[src/rtl/tex_bus_arbiter_if.sv]
// ============================================================================
// Module      : tex_bus_arbiter_if
// Description : Agent-side and texture-unit-side bus bundle for tex_bus_arbiter
// Revision    : 1.0  initial release
// ============================================================================
`default_nettype none

interface tex_bus_arbiter_if #(
    parameter int NUM_INPUTS = 4,
    parameter int REQ_DATAW  = 128,
    parameter int RSP_DATAW  = 128,
    parameter int TAG_WIDTH  = 12
);
    localparam int c_SEL_BITS = (NUM_INPUTS > 1) ? $clog2(NUM_INPUTS) : 0;
    localparam int c_OTAG_W   = TAG_WIDTH + c_SEL_BITS;

    logic [NUM_INPUTS-1:0]           req_valid_in;
    logic [NUM_INPUTS*REQ_DATAW-1:0] req_data_in;
    logic [NUM_INPUTS*TAG_WIDTH-1:0] req_tag_in;
    logic [NUM_INPUTS-1:0]           req_ready_in;
    logic                            req_valid_out;
    logic [REQ_DATAW-1:0]            req_data_out;
    logic [c_OTAG_W-1:0]             req_tag_out;
    logic                            req_ready_out;
    logic                            rsp_valid_in;
    logic [RSP_DATAW-1:0]            rsp_data_in;
    logic [c_OTAG_W-1:0]             rsp_tag_in;
    logic                            rsp_ready_in;
    logic [NUM_INPUTS-1:0]           rsp_valid_out;
    logic [RSP_DATAW-1:0]            rsp_data_out;
    logic [TAG_WIDTH-1:0]            rsp_tag_out;
    logic [NUM_INPUTS-1:0]           rsp_ready_out;

    modport slave (
        input  req_valid_in, req_data_in, req_tag_in,
        output req_ready_in,
        output req_valid_out, req_data_out, req_tag_out,
        input  req_ready_out,
        input  rsp_valid_in, rsp_data_in, rsp_tag_in,
        output rsp_ready_in,
        output rsp_valid_out, rsp_data_out, rsp_tag_out,
        input  rsp_ready_out
    );

    modport master (
        output req_valid_in, req_data_in, req_tag_in,
        input  req_ready_in,
        input  req_valid_out, req_data_out, req_tag_out,
        output req_ready_out,
        output rsp_valid_in, rsp_data_in, rsp_tag_in,
        input  rsp_ready_in,
        input  rsp_valid_out, rsp_data_out, rsp_tag_out,
        output rsp_ready_out
    );
endinterface

`default_nettype wire

[src/rtl/tex_bus_arbiter.sv]
// ============================================================================
// Module      : tex_bus_arbiter
// Description : Round-robin request arbiter and tag-routed response demux
//               sharing one texture unit, with an in-flight credit limit.
// Revision    : 1.0  initial release
// ============================================================================
`default_nettype none

module tex_bus_arbiter #(
    parameter int NUM_INPUTS  = 4,
    parameter int REQ_DATAW   = 128,
    parameter int RSP_DATAW   = 128,
    parameter int TAG_WIDTH   = 12,
    parameter int MAX_PENDING = 16
) (
    input  wire logic          clk,
    input  wire logic          reset,
    tex_bus_arbiter_if.slave   bus
);
    localparam int c_SEL_BITS = (NUM_INPUTS > 1) ? $clog2(NUM_INPUTS) : 0;
    localparam int c_SEL_W    = (c_SEL_BITS > 0) ? c_SEL_BITS : 1;
    localparam int c_OTAG_W   = TAG_WIDTH + c_SEL_BITS;
    localparam int c_PEND_W   = $clog2(MAX_PENDING + 1);

    logic                  r_req_valid;
    logic [REQ_DATAW-1:0]  r_req_data;
    logic [c_OTAG_W-1:0]   r_req_tag;
    logic [c_SEL_W-1:0]    r_rr_ptr;
    logic [c_PEND_W-1:0]   r_pending;
    logic                  r_rsp_valid;
    logic [c_SEL_W-1:0]    r_rsp_sel;
    logic [RSP_DATAW-1:0]  r_rsp_data;
    logic [TAG_WIDTH-1:0]  r_rsp_tag;

    logic                  w_can_issue;
    logic                  w_grant;
    logic [c_SEL_W-1:0]    w_grant_idx;
    logic [c_SEL_W-1:0]    w_rr_next;
    logic [REQ_DATAW-1:0]  w_grant_data;
    logic [TAG_WIDTH-1:0]  w_grant_tag;
    logic [c_OTAG_W-1:0]   w_req_tag_next;
    logic                  w_rsp_fire;
    logic                  w_rsp_ready;
    logic                  w_sel_ready;
    logic [c_SEL_W-1:0]    w_rsp_sel_in;
    logic [TAG_WIDTH-1:0]  w_rsp_tag_in;

    // A response accepted this cycle frees its credit for a grant in the same cycle.
    assign w_rsp_ready = ~r_rsp_valid | w_sel_ready;
    assign w_rsp_fire  = bus.rsp_valid_in & w_rsp_ready;
    assign w_can_issue = (~r_req_valid | bus.req_ready_out)
                       & ((r_pending < c_PEND_W'(MAX_PENDING)) | w_rsp_fire);

    always_comb begin : p_grant
        logic [NUM_INPUTS-1:0] v_rot;
        logic [c_SEL_W:0]      v_sum;
        logic [c_SEL_W:0]      v_nxt;
        w_grant     = 1'b0;
        w_grant_idx = '0;
        v_sum       = '0;
        v_rot       = NUM_INPUTS'({bus.req_valid_in, bus.req_valid_in} >> r_rr_ptr);
        // Scanning downward lets the lowest rotated offset win.
        for (int k = NUM_INPUTS - 1; k >= 0; k--) begin
            if (w_can_issue && v_rot[k]) begin
                v_sum = {1'b0, r_rr_ptr} + (c_SEL_W + 1)'(k);
                if (v_sum >= (c_SEL_W + 1)'(NUM_INPUTS)) begin
                    v_sum = v_sum - (c_SEL_W + 1)'(NUM_INPUTS);
                end
                w_grant     = 1'b1;
                w_grant_idx = v_sum[c_SEL_W-1:0];
            end
        end
        v_nxt = {1'b0, w_grant_idx} + (c_SEL_W + 1)'(1);
        if (v_nxt >= (c_SEL_W + 1)'(NUM_INPUTS)) begin
            v_nxt = v_nxt - (c_SEL_W + 1)'(NUM_INPUTS);
        end
        w_rr_next = v_nxt[c_SEL_W-1:0];
    end

    always_comb begin : p_req_mux
        w_grant_data = '0;
        w_grant_tag  = '0;
        for (int i = 0; i < NUM_INPUTS; i++) begin
            if (w_grant_idx == c_SEL_W'(i)) begin
                w_grant_data = bus.req_data_in[i*REQ_DATAW +: REQ_DATAW];
                w_grant_tag  = bus.req_tag_in[i*TAG_WIDTH +: TAG_WIDTH];
            end
        end
    end

    generate
        if (c_SEL_BITS > 0) begin : g_multi
            assign w_req_tag_next = {w_grant_tag, w_grant_idx};
            assign w_rsp_sel_in   = bus.rsp_tag_in[c_SEL_BITS-1:0];
            assign w_rsp_tag_in   = bus.rsp_tag_in[c_OTAG_W-1:c_SEL_BITS];
            assign w_sel_ready    = bus.rsp_ready_out[r_rsp_sel];

            a_sel_legal : assert property (@(posedge clk) disable iff (reset)
                w_rsp_fire |-> (int'(w_rsp_sel_in) < NUM_INPUTS));
        end else begin : g_single
            assign w_req_tag_next = w_grant_tag;
            assign w_rsp_sel_in   = '0;
            assign w_rsp_tag_in   = bus.rsp_tag_in;
            assign w_sel_ready    = bus.rsp_ready_out[0];
        end
    endgenerate

    always_ff @(posedge clk) begin
        if (reset) begin
            r_req_valid <= 1'b0;
            r_rr_ptr    <= '0;
            r_pending   <= '0;
            r_rsp_valid <= 1'b0;
        end else begin
            if (w_grant) begin
                r_req_valid <= 1'b1;
                r_rr_ptr    <= w_rr_next;
            end else if (bus.req_ready_out) begin
                r_req_valid <= 1'b0;
            end

            if (w_grant && !w_rsp_fire) begin
                r_pending <= r_pending + c_PEND_W'(1);
            end else if (!w_grant && w_rsp_fire && (r_pending != '0)) begin
                r_pending <= r_pending - c_PEND_W'(1);
            end

            if (w_rsp_fire) begin
                r_rsp_valid <= 1'b1;
            end else if (w_sel_ready) begin
                r_rsp_valid <= 1'b0;
            end
        end
    end

    // Payload registers carry no reset; they are qualified by their valids.
    always_ff @(posedge clk) begin
        if (w_grant) begin
            r_req_data <= w_grant_data;
            r_req_tag  <= w_req_tag_next;
        end
        if (w_rsp_fire) begin
            r_rsp_data <= bus.rsp_data_in;
            r_rsp_tag  <= w_rsp_tag_in;
            r_rsp_sel  <= w_rsp_sel_in;
        end
    end

    a_no_underflow : assert property (@(posedge clk) disable iff (reset)
        w_rsp_fire |-> (r_pending != '0));

    assign bus.req_ready_in  = w_grant ? (NUM_INPUTS'(1) << w_grant_idx) : '0;
    assign bus.req_valid_out = r_req_valid;
    assign bus.req_data_out  = r_req_data;
    assign bus.req_tag_out   = r_req_tag;
    assign bus.rsp_ready_in  = w_rsp_ready;
    assign bus.rsp_valid_out = r_rsp_valid ? (NUM_INPUTS'(1) << r_rsp_sel) : '0;
    assign bus.rsp_data_out  = r_rsp_data;
    assign bus.rsp_tag_out   = r_rsp_tag;

endmodule

`default_nettype wire
[src/flat_wrapper.sv]
// flat-port wrapper written by rule: the top's interface ports become plain ports
module tex_bus_arbiter_flat 
#(
    parameter int NUM_INPUTS  = 4,
    parameter int REQ_DATAW   = 128,
    parameter int RSP_DATAW   = 128,
    parameter int TAG_WIDTH   = 12,
    parameter int MAX_PENDING = 16
)
  (clk, reset, bus_req_valid_in, bus_req_data_in, bus_req_tag_in, bus_req_ready_in, bus_req_valid_out, bus_req_data_out, bus_req_tag_out, bus_req_ready_out, bus_rsp_valid_in, bus_rsp_data_in, bus_rsp_tag_in, bus_rsp_ready_in, bus_rsp_valid_out, bus_rsp_data_out, bus_rsp_tag_out, bus_rsp_ready_out);
  tex_bus_arbiter_if #(.NUM_INPUTS(NUM_INPUTS), .REQ_DATAW(REQ_DATAW), .RSP_DATAW(RSP_DATAW), .TAG_WIDTH(TAG_WIDTH)) bus_i ();
  input  wire logic clk;
  input  wire logic reset;
  input wire logic [$bits(bus_i.req_valid_in)-1:0] bus_req_valid_in;
  input wire logic [$bits(bus_i.req_data_in)-1:0] bus_req_data_in;
  input wire logic [$bits(bus_i.req_tag_in)-1:0] bus_req_tag_in;
  output wire logic [$bits(bus_i.req_ready_in)-1:0] bus_req_ready_in;
  output wire logic [$bits(bus_i.req_valid_out)-1:0] bus_req_valid_out;
  output wire logic [$bits(bus_i.req_data_out)-1:0] bus_req_data_out;
  output wire logic [$bits(bus_i.req_tag_out)-1:0] bus_req_tag_out;
  input wire logic [$bits(bus_i.req_ready_out)-1:0] bus_req_ready_out;
  input wire logic [$bits(bus_i.rsp_valid_in)-1:0] bus_rsp_valid_in;
  input wire logic [$bits(bus_i.rsp_data_in)-1:0] bus_rsp_data_in;
  input wire logic [$bits(bus_i.rsp_tag_in)-1:0] bus_rsp_tag_in;
  output wire logic [$bits(bus_i.rsp_ready_in)-1:0] bus_rsp_ready_in;
  output wire logic [$bits(bus_i.rsp_valid_out)-1:0] bus_rsp_valid_out;
  output wire logic [$bits(bus_i.rsp_data_out)-1:0] bus_rsp_data_out;
  output wire logic [$bits(bus_i.rsp_tag_out)-1:0] bus_rsp_tag_out;
  input wire logic [$bits(bus_i.rsp_ready_out)-1:0] bus_rsp_ready_out;
  assign bus_i.req_valid_in = bus_req_valid_in;
  assign bus_i.req_data_in = bus_req_data_in;
  assign bus_i.req_tag_in = bus_req_tag_in;
  assign bus_req_ready_in = bus_i.req_ready_in;
  assign bus_req_valid_out = bus_i.req_valid_out;
  assign bus_req_data_out = bus_i.req_data_out;
  assign bus_req_tag_out = bus_i.req_tag_out;
  assign bus_i.req_ready_out = bus_req_ready_out;
  assign bus_i.rsp_valid_in = bus_rsp_valid_in;
  assign bus_i.rsp_data_in = bus_rsp_data_in;
  assign bus_i.rsp_tag_in = bus_rsp_tag_in;
  assign bus_rsp_ready_in = bus_i.rsp_ready_in;
  assign bus_rsp_valid_out = bus_i.rsp_valid_out;
  assign bus_rsp_data_out = bus_i.rsp_data_out;
  assign bus_rsp_tag_out = bus_i.rsp_tag_out;
  assign bus_i.rsp_ready_out = bus_rsp_ready_out;
  tex_bus_arbiter #(.NUM_INPUTS(NUM_INPUTS), .REQ_DATAW(REQ_DATAW), .RSP_DATAW(RSP_DATAW), .TAG_WIDTH(TAG_WIDTH), .MAX_PENDING(MAX_PENDING)) u_core (.clk(clk), .reset(reset), .bus(bus_i));
endmodule
[config.mk]
export PLATFORM = sky130hd
export DESIGN_NAME = tex_bus_arbiter_flat
export DESIGN_NICKNAME = d
export VERILOG_FILES = /design/src/rtl/tex_bus_arbiter_if.sv /design/src/rtl/tex_bus_arbiter.sv /design/src/flat_wrapper.sv
export SDC_FILE = /design/constraint.sdc
export NUM_CORES = 1
export LEC_CHECK = 0
export CAP_MARGIN = 20
export CORE_AREA = 2 2 391 393
export CTS_CLUSTER_DIAMETER = 60
export DETAILED_ROUTE_END_ITERATION = 12
export DIE_AREA = 0 0 393 395
export PLACE_DENSITY = 0.39
export SLEW_MARGIN = 30
export SYNTH_ARGS = -nofsm -noshare
export SYNTH_HDL_FRONTEND = slang
export SYNTH_SLANG_ARGS = --single-unit
[constraint.sdc]
create_clock -name clk -period 10.4 [get_ports clk]
set_clock_uncertainty 0.05 [all_clocks]
set_input_delay 2.08 -clock clk [delete_from_list [all_inputs] [get_ports clk]]
set_output_delay 2.08 -clock clk [all_outputs]
set_load 0.02 [all_outputs]
==> flow_summary_export.csv <==
group,metric,value,unit
worst_setup_path,arrival,5.47,ns
final_layout,layout_commonest_cell,"clkdlybuf4s50_1",
cts,clock_latency,0.66,ns
routing,ant_nets,0,
synthesis,muxShareOfSynthArea,0.486,%
final_layout,final_cells,4236,
synthesis,synth_nets,1884,
sta,fin_tns_setup,0,ns
cts,cts_sinks,293,
synthesis,synth_top_family_by_area,"compound AO/OA/AOI/OAI gates",
routing,vias,13300,
global_routing,grt_usage,10.6,%
worst_setup_path,rrSetupSlack,5.50,ns
hold_path,hold_class,"reg -> reg",
routing,wl_per_cell,20.7,microns
synthesis,synth_compound_area_share,19.8,%
worst_setup_path,critPathCaptureType,"primary output",
worst_setup_path,crit_required,8.27,ns
synthesis,syn_inst,1162,
routing,routed_wl,87700,microns
worst_setup_path,path_class,"in -> out",
sta,hold_viol,0,
global_routing,grt_pass1_wl,112000,microns
synthesis,ys_seq_area_share,66.4,%
synthesis,synth_cell_type_count,35,
power,leakagePower,9.41,nW
sta,max_clock_freq,132,MHz
global_routing,overflow,0,
status,run_status,"completed",
routing,firstDrtPassIters,4,
sta,tightest_slew,1.15,ns
cts,cts_tree,"yes",
final_layout,finalInstanceArea,27600,sq um
synthesis,synth-simple-area-share,9.30,%
cts,clk_path_buf_depth,3,
routing,vias_per_cell,3.15,
cts,path_clk_slew,0.05,ns
placed_design,dpl-instance-area,25600,sq um
global_routing,grt_max_degree,149,
flow_run,maxCapViolCount,0,
sta,period_minus_slack,7.60,ns
sta,setup_viol,0,
final_layout,final_cell_mix,"clkdlybuf4s50_1, edfxtp_1, nor2_1, a21oi_1, o21ai_0",
global_routing,antenna_found_initial,22,
synthesis,yosysWarnings,0,
cts,cts_root_buf,"clkbuf_16",
synthesis,synth_area_leaders,"edfxtp_1, a22oi_1, a21oi_1",
die,ios,1006,
synthesis,syn_area,13100,sq um
final_layout,fin_util,18.3,%
placed_design,dpl.cell_count,4123,
worst_setup_path,cp_max_fo,43,
cts,postCtsHoldBufs,0,
synthesis,yosys.area.top_type,"edfxtp_1",
cts,cts_buffers,56,
cts,cts_setup_buffers,0,
worst_setup_path,cp-start-kind,"input pin",
die,dieArea,155000,sq um
die,start_util,8.68,%
die,die_h,395,microns
routing,drtIter0Drc,602,
sta,rsz0062_at_grt,"false",
placed_design,place.gp.congestion,0.832,
final_layout,fin_nets,2875,
global_routing,grt_pass1_vias,13700,
synthesis,synth_xor_area_share,0.200,%
synthesis,syn_area_per_cell,11.3,sq um
routing,drc,0,
cts,h-tree-depth,2,
power,power_density,241,nW/um^2
synthesis,ys_seq_elements,293,
final_layout,final_layout_size_suffix_gt1_share,5.95,%
placed_design,io_buffers,1005,
sta,drv_slew,0,
synthesis,synth_adder_area_share,0.820,%
sta,period_share,73.1,%
sta,slew_headroom,23.4,%
die,die_w,393,microns
final_layout,synthToLayoutAreaGrowth,111,%
synthesis,synth_top_area_share,65.0,%
die,core,151000,sq um
cts,cts_resized,0,
placed_design,hpwl,70400,microns
die,std_cell_rows,143,
power,peakVddDrop,120,uV
final_layout,fill_cells,16800,
## per-layer routing
layer  track usage (%)  routed length (microns)
met5                 0                      125
met4              3.68                     2660
met3              3.59                     7460
met2              19.0                    44200
met1              11.5                    33200
## sequential cells by signal, summed over array words and instances, names as in the netlist
register	flops
u_core.r_rsp_sel	2
u_core.r_pending	5
u_core.bus.rsp_tag_out	12
u_core.r_rr_ptr	2
u_core.bus.req_data_out	128
u_core.bus.req_tag_out	14
u_core.bus.rsp_data_out	128
u_core.bus.req_valid_out	1
u_core.r_rsp_valid	1
## final timing paths
| path | from | to | cells past startpoint |
|---|---|---|---|
| worst max-delay path | bus_rsp_ready_out[2] | bus_req_ready_in[1] | 9 |
| worst min register to register | u_core.r_pending[2]$_SDFFE_PP0P_ | u_core.r_pending[2]$_SDFFE_PP0P_ | 2 |
| worst max register to register | u_core.r_rsp_sel[1]$_DFFE_PP_ | u_core.bus.req_data_out[17]$_DFFE_PP_ | 14 |
| worst min-delay path | u_core.r_pending[2]$_SDFFE_PP0P_ | u_core.r_pending[2]$_SDFFE_PP0P_ | 2 |
## cell families (layout without fill, tap and decap cells)
kind of cell    Yosys count  count (layout)
compound gates          441             441
xor+xnor                  3               3
fa+ha+maj                 8               8
buf+inv                 101            1140
flops                   293             293
mux                       6               6
other cells               0               5
simple gates            310             310
## through the flow
stage               hold WS, ns  setup WS, ns  power, mW
global placement          0.463          2.70       4.81
finish                    0.481          2.80       6.67
floorplan                 0.431          1.21       3.26
detailed placement        0.472          2.75       4.80
CTS                       0.480          2.74       6.82
global route              0.503          2.61       7.06
## power breakdown
group          total, mW  switching, mW  internal [mW]
clock               1.94          0.737           1.20
sequential          1.94          0.154           1.78
combinational       2.79           1.63           1.15
total               6.67           2.52           4.14
## synth_stat cells (all sizes together)
| master | number |
|---|---|
| mux2i | 6 |
| ha | 7 |
| a21boi | 1 |
| nor3 | 1 |
| xnor2 | 3 |
| nor2 | 152 |
| o221ai | 1 |
| a22oi | 141 |
| o221a | 1 |
| a221o | 1 |
| buf | 24 |
| nor2b | 3 |
| nor4 | 1 |
| o22ai | 2 |
| or4b | 1 |
| a21oi | 146 |
| clkbuf | 71 |
| edfxtp | 284 |
| o211a | 2 |
| or4 | 1 |
| inv | 6 |
| a21o | 3 |
| or3 | 1 |
| dfxtp | 9 |
| a211oi | 1 |
| o21ai | 142 |
| and2 | 6 |
| and2b | 2 |
| and3 | 1 |
| fa | 1 |
| nand2 | 141 |
## cell type report
cell class | count | area (sq um) | area share, %
sequential | 293 | 8710 | 31.5
timing repair buffer | 1028 | 10300 | 37.3
inverter | 6 | 27.5 | 0.0996
antenna | 5 | 12.5 | 0.0453
clock buffer | 63 | 1470 | 5.31
tap | 2030 | 2540 | 9.19
multi-input combinational | 768 | 4070 | 14.7
clock inverter | 43 | 508 | 1.84
## worst max-delay path, stage by stage
cell and delay [ns]:
clkdlybuf4s50_1 0.45, mux2i_1 0.09, a221o_1 0.45, buf_4 0.21, a21oi_1 0.23, o211a_1 0.34, ha_4 0.59, and2_1 0.27
clkdlybuf4s50_1 0.62
Power figures use the tool's default switching activity.
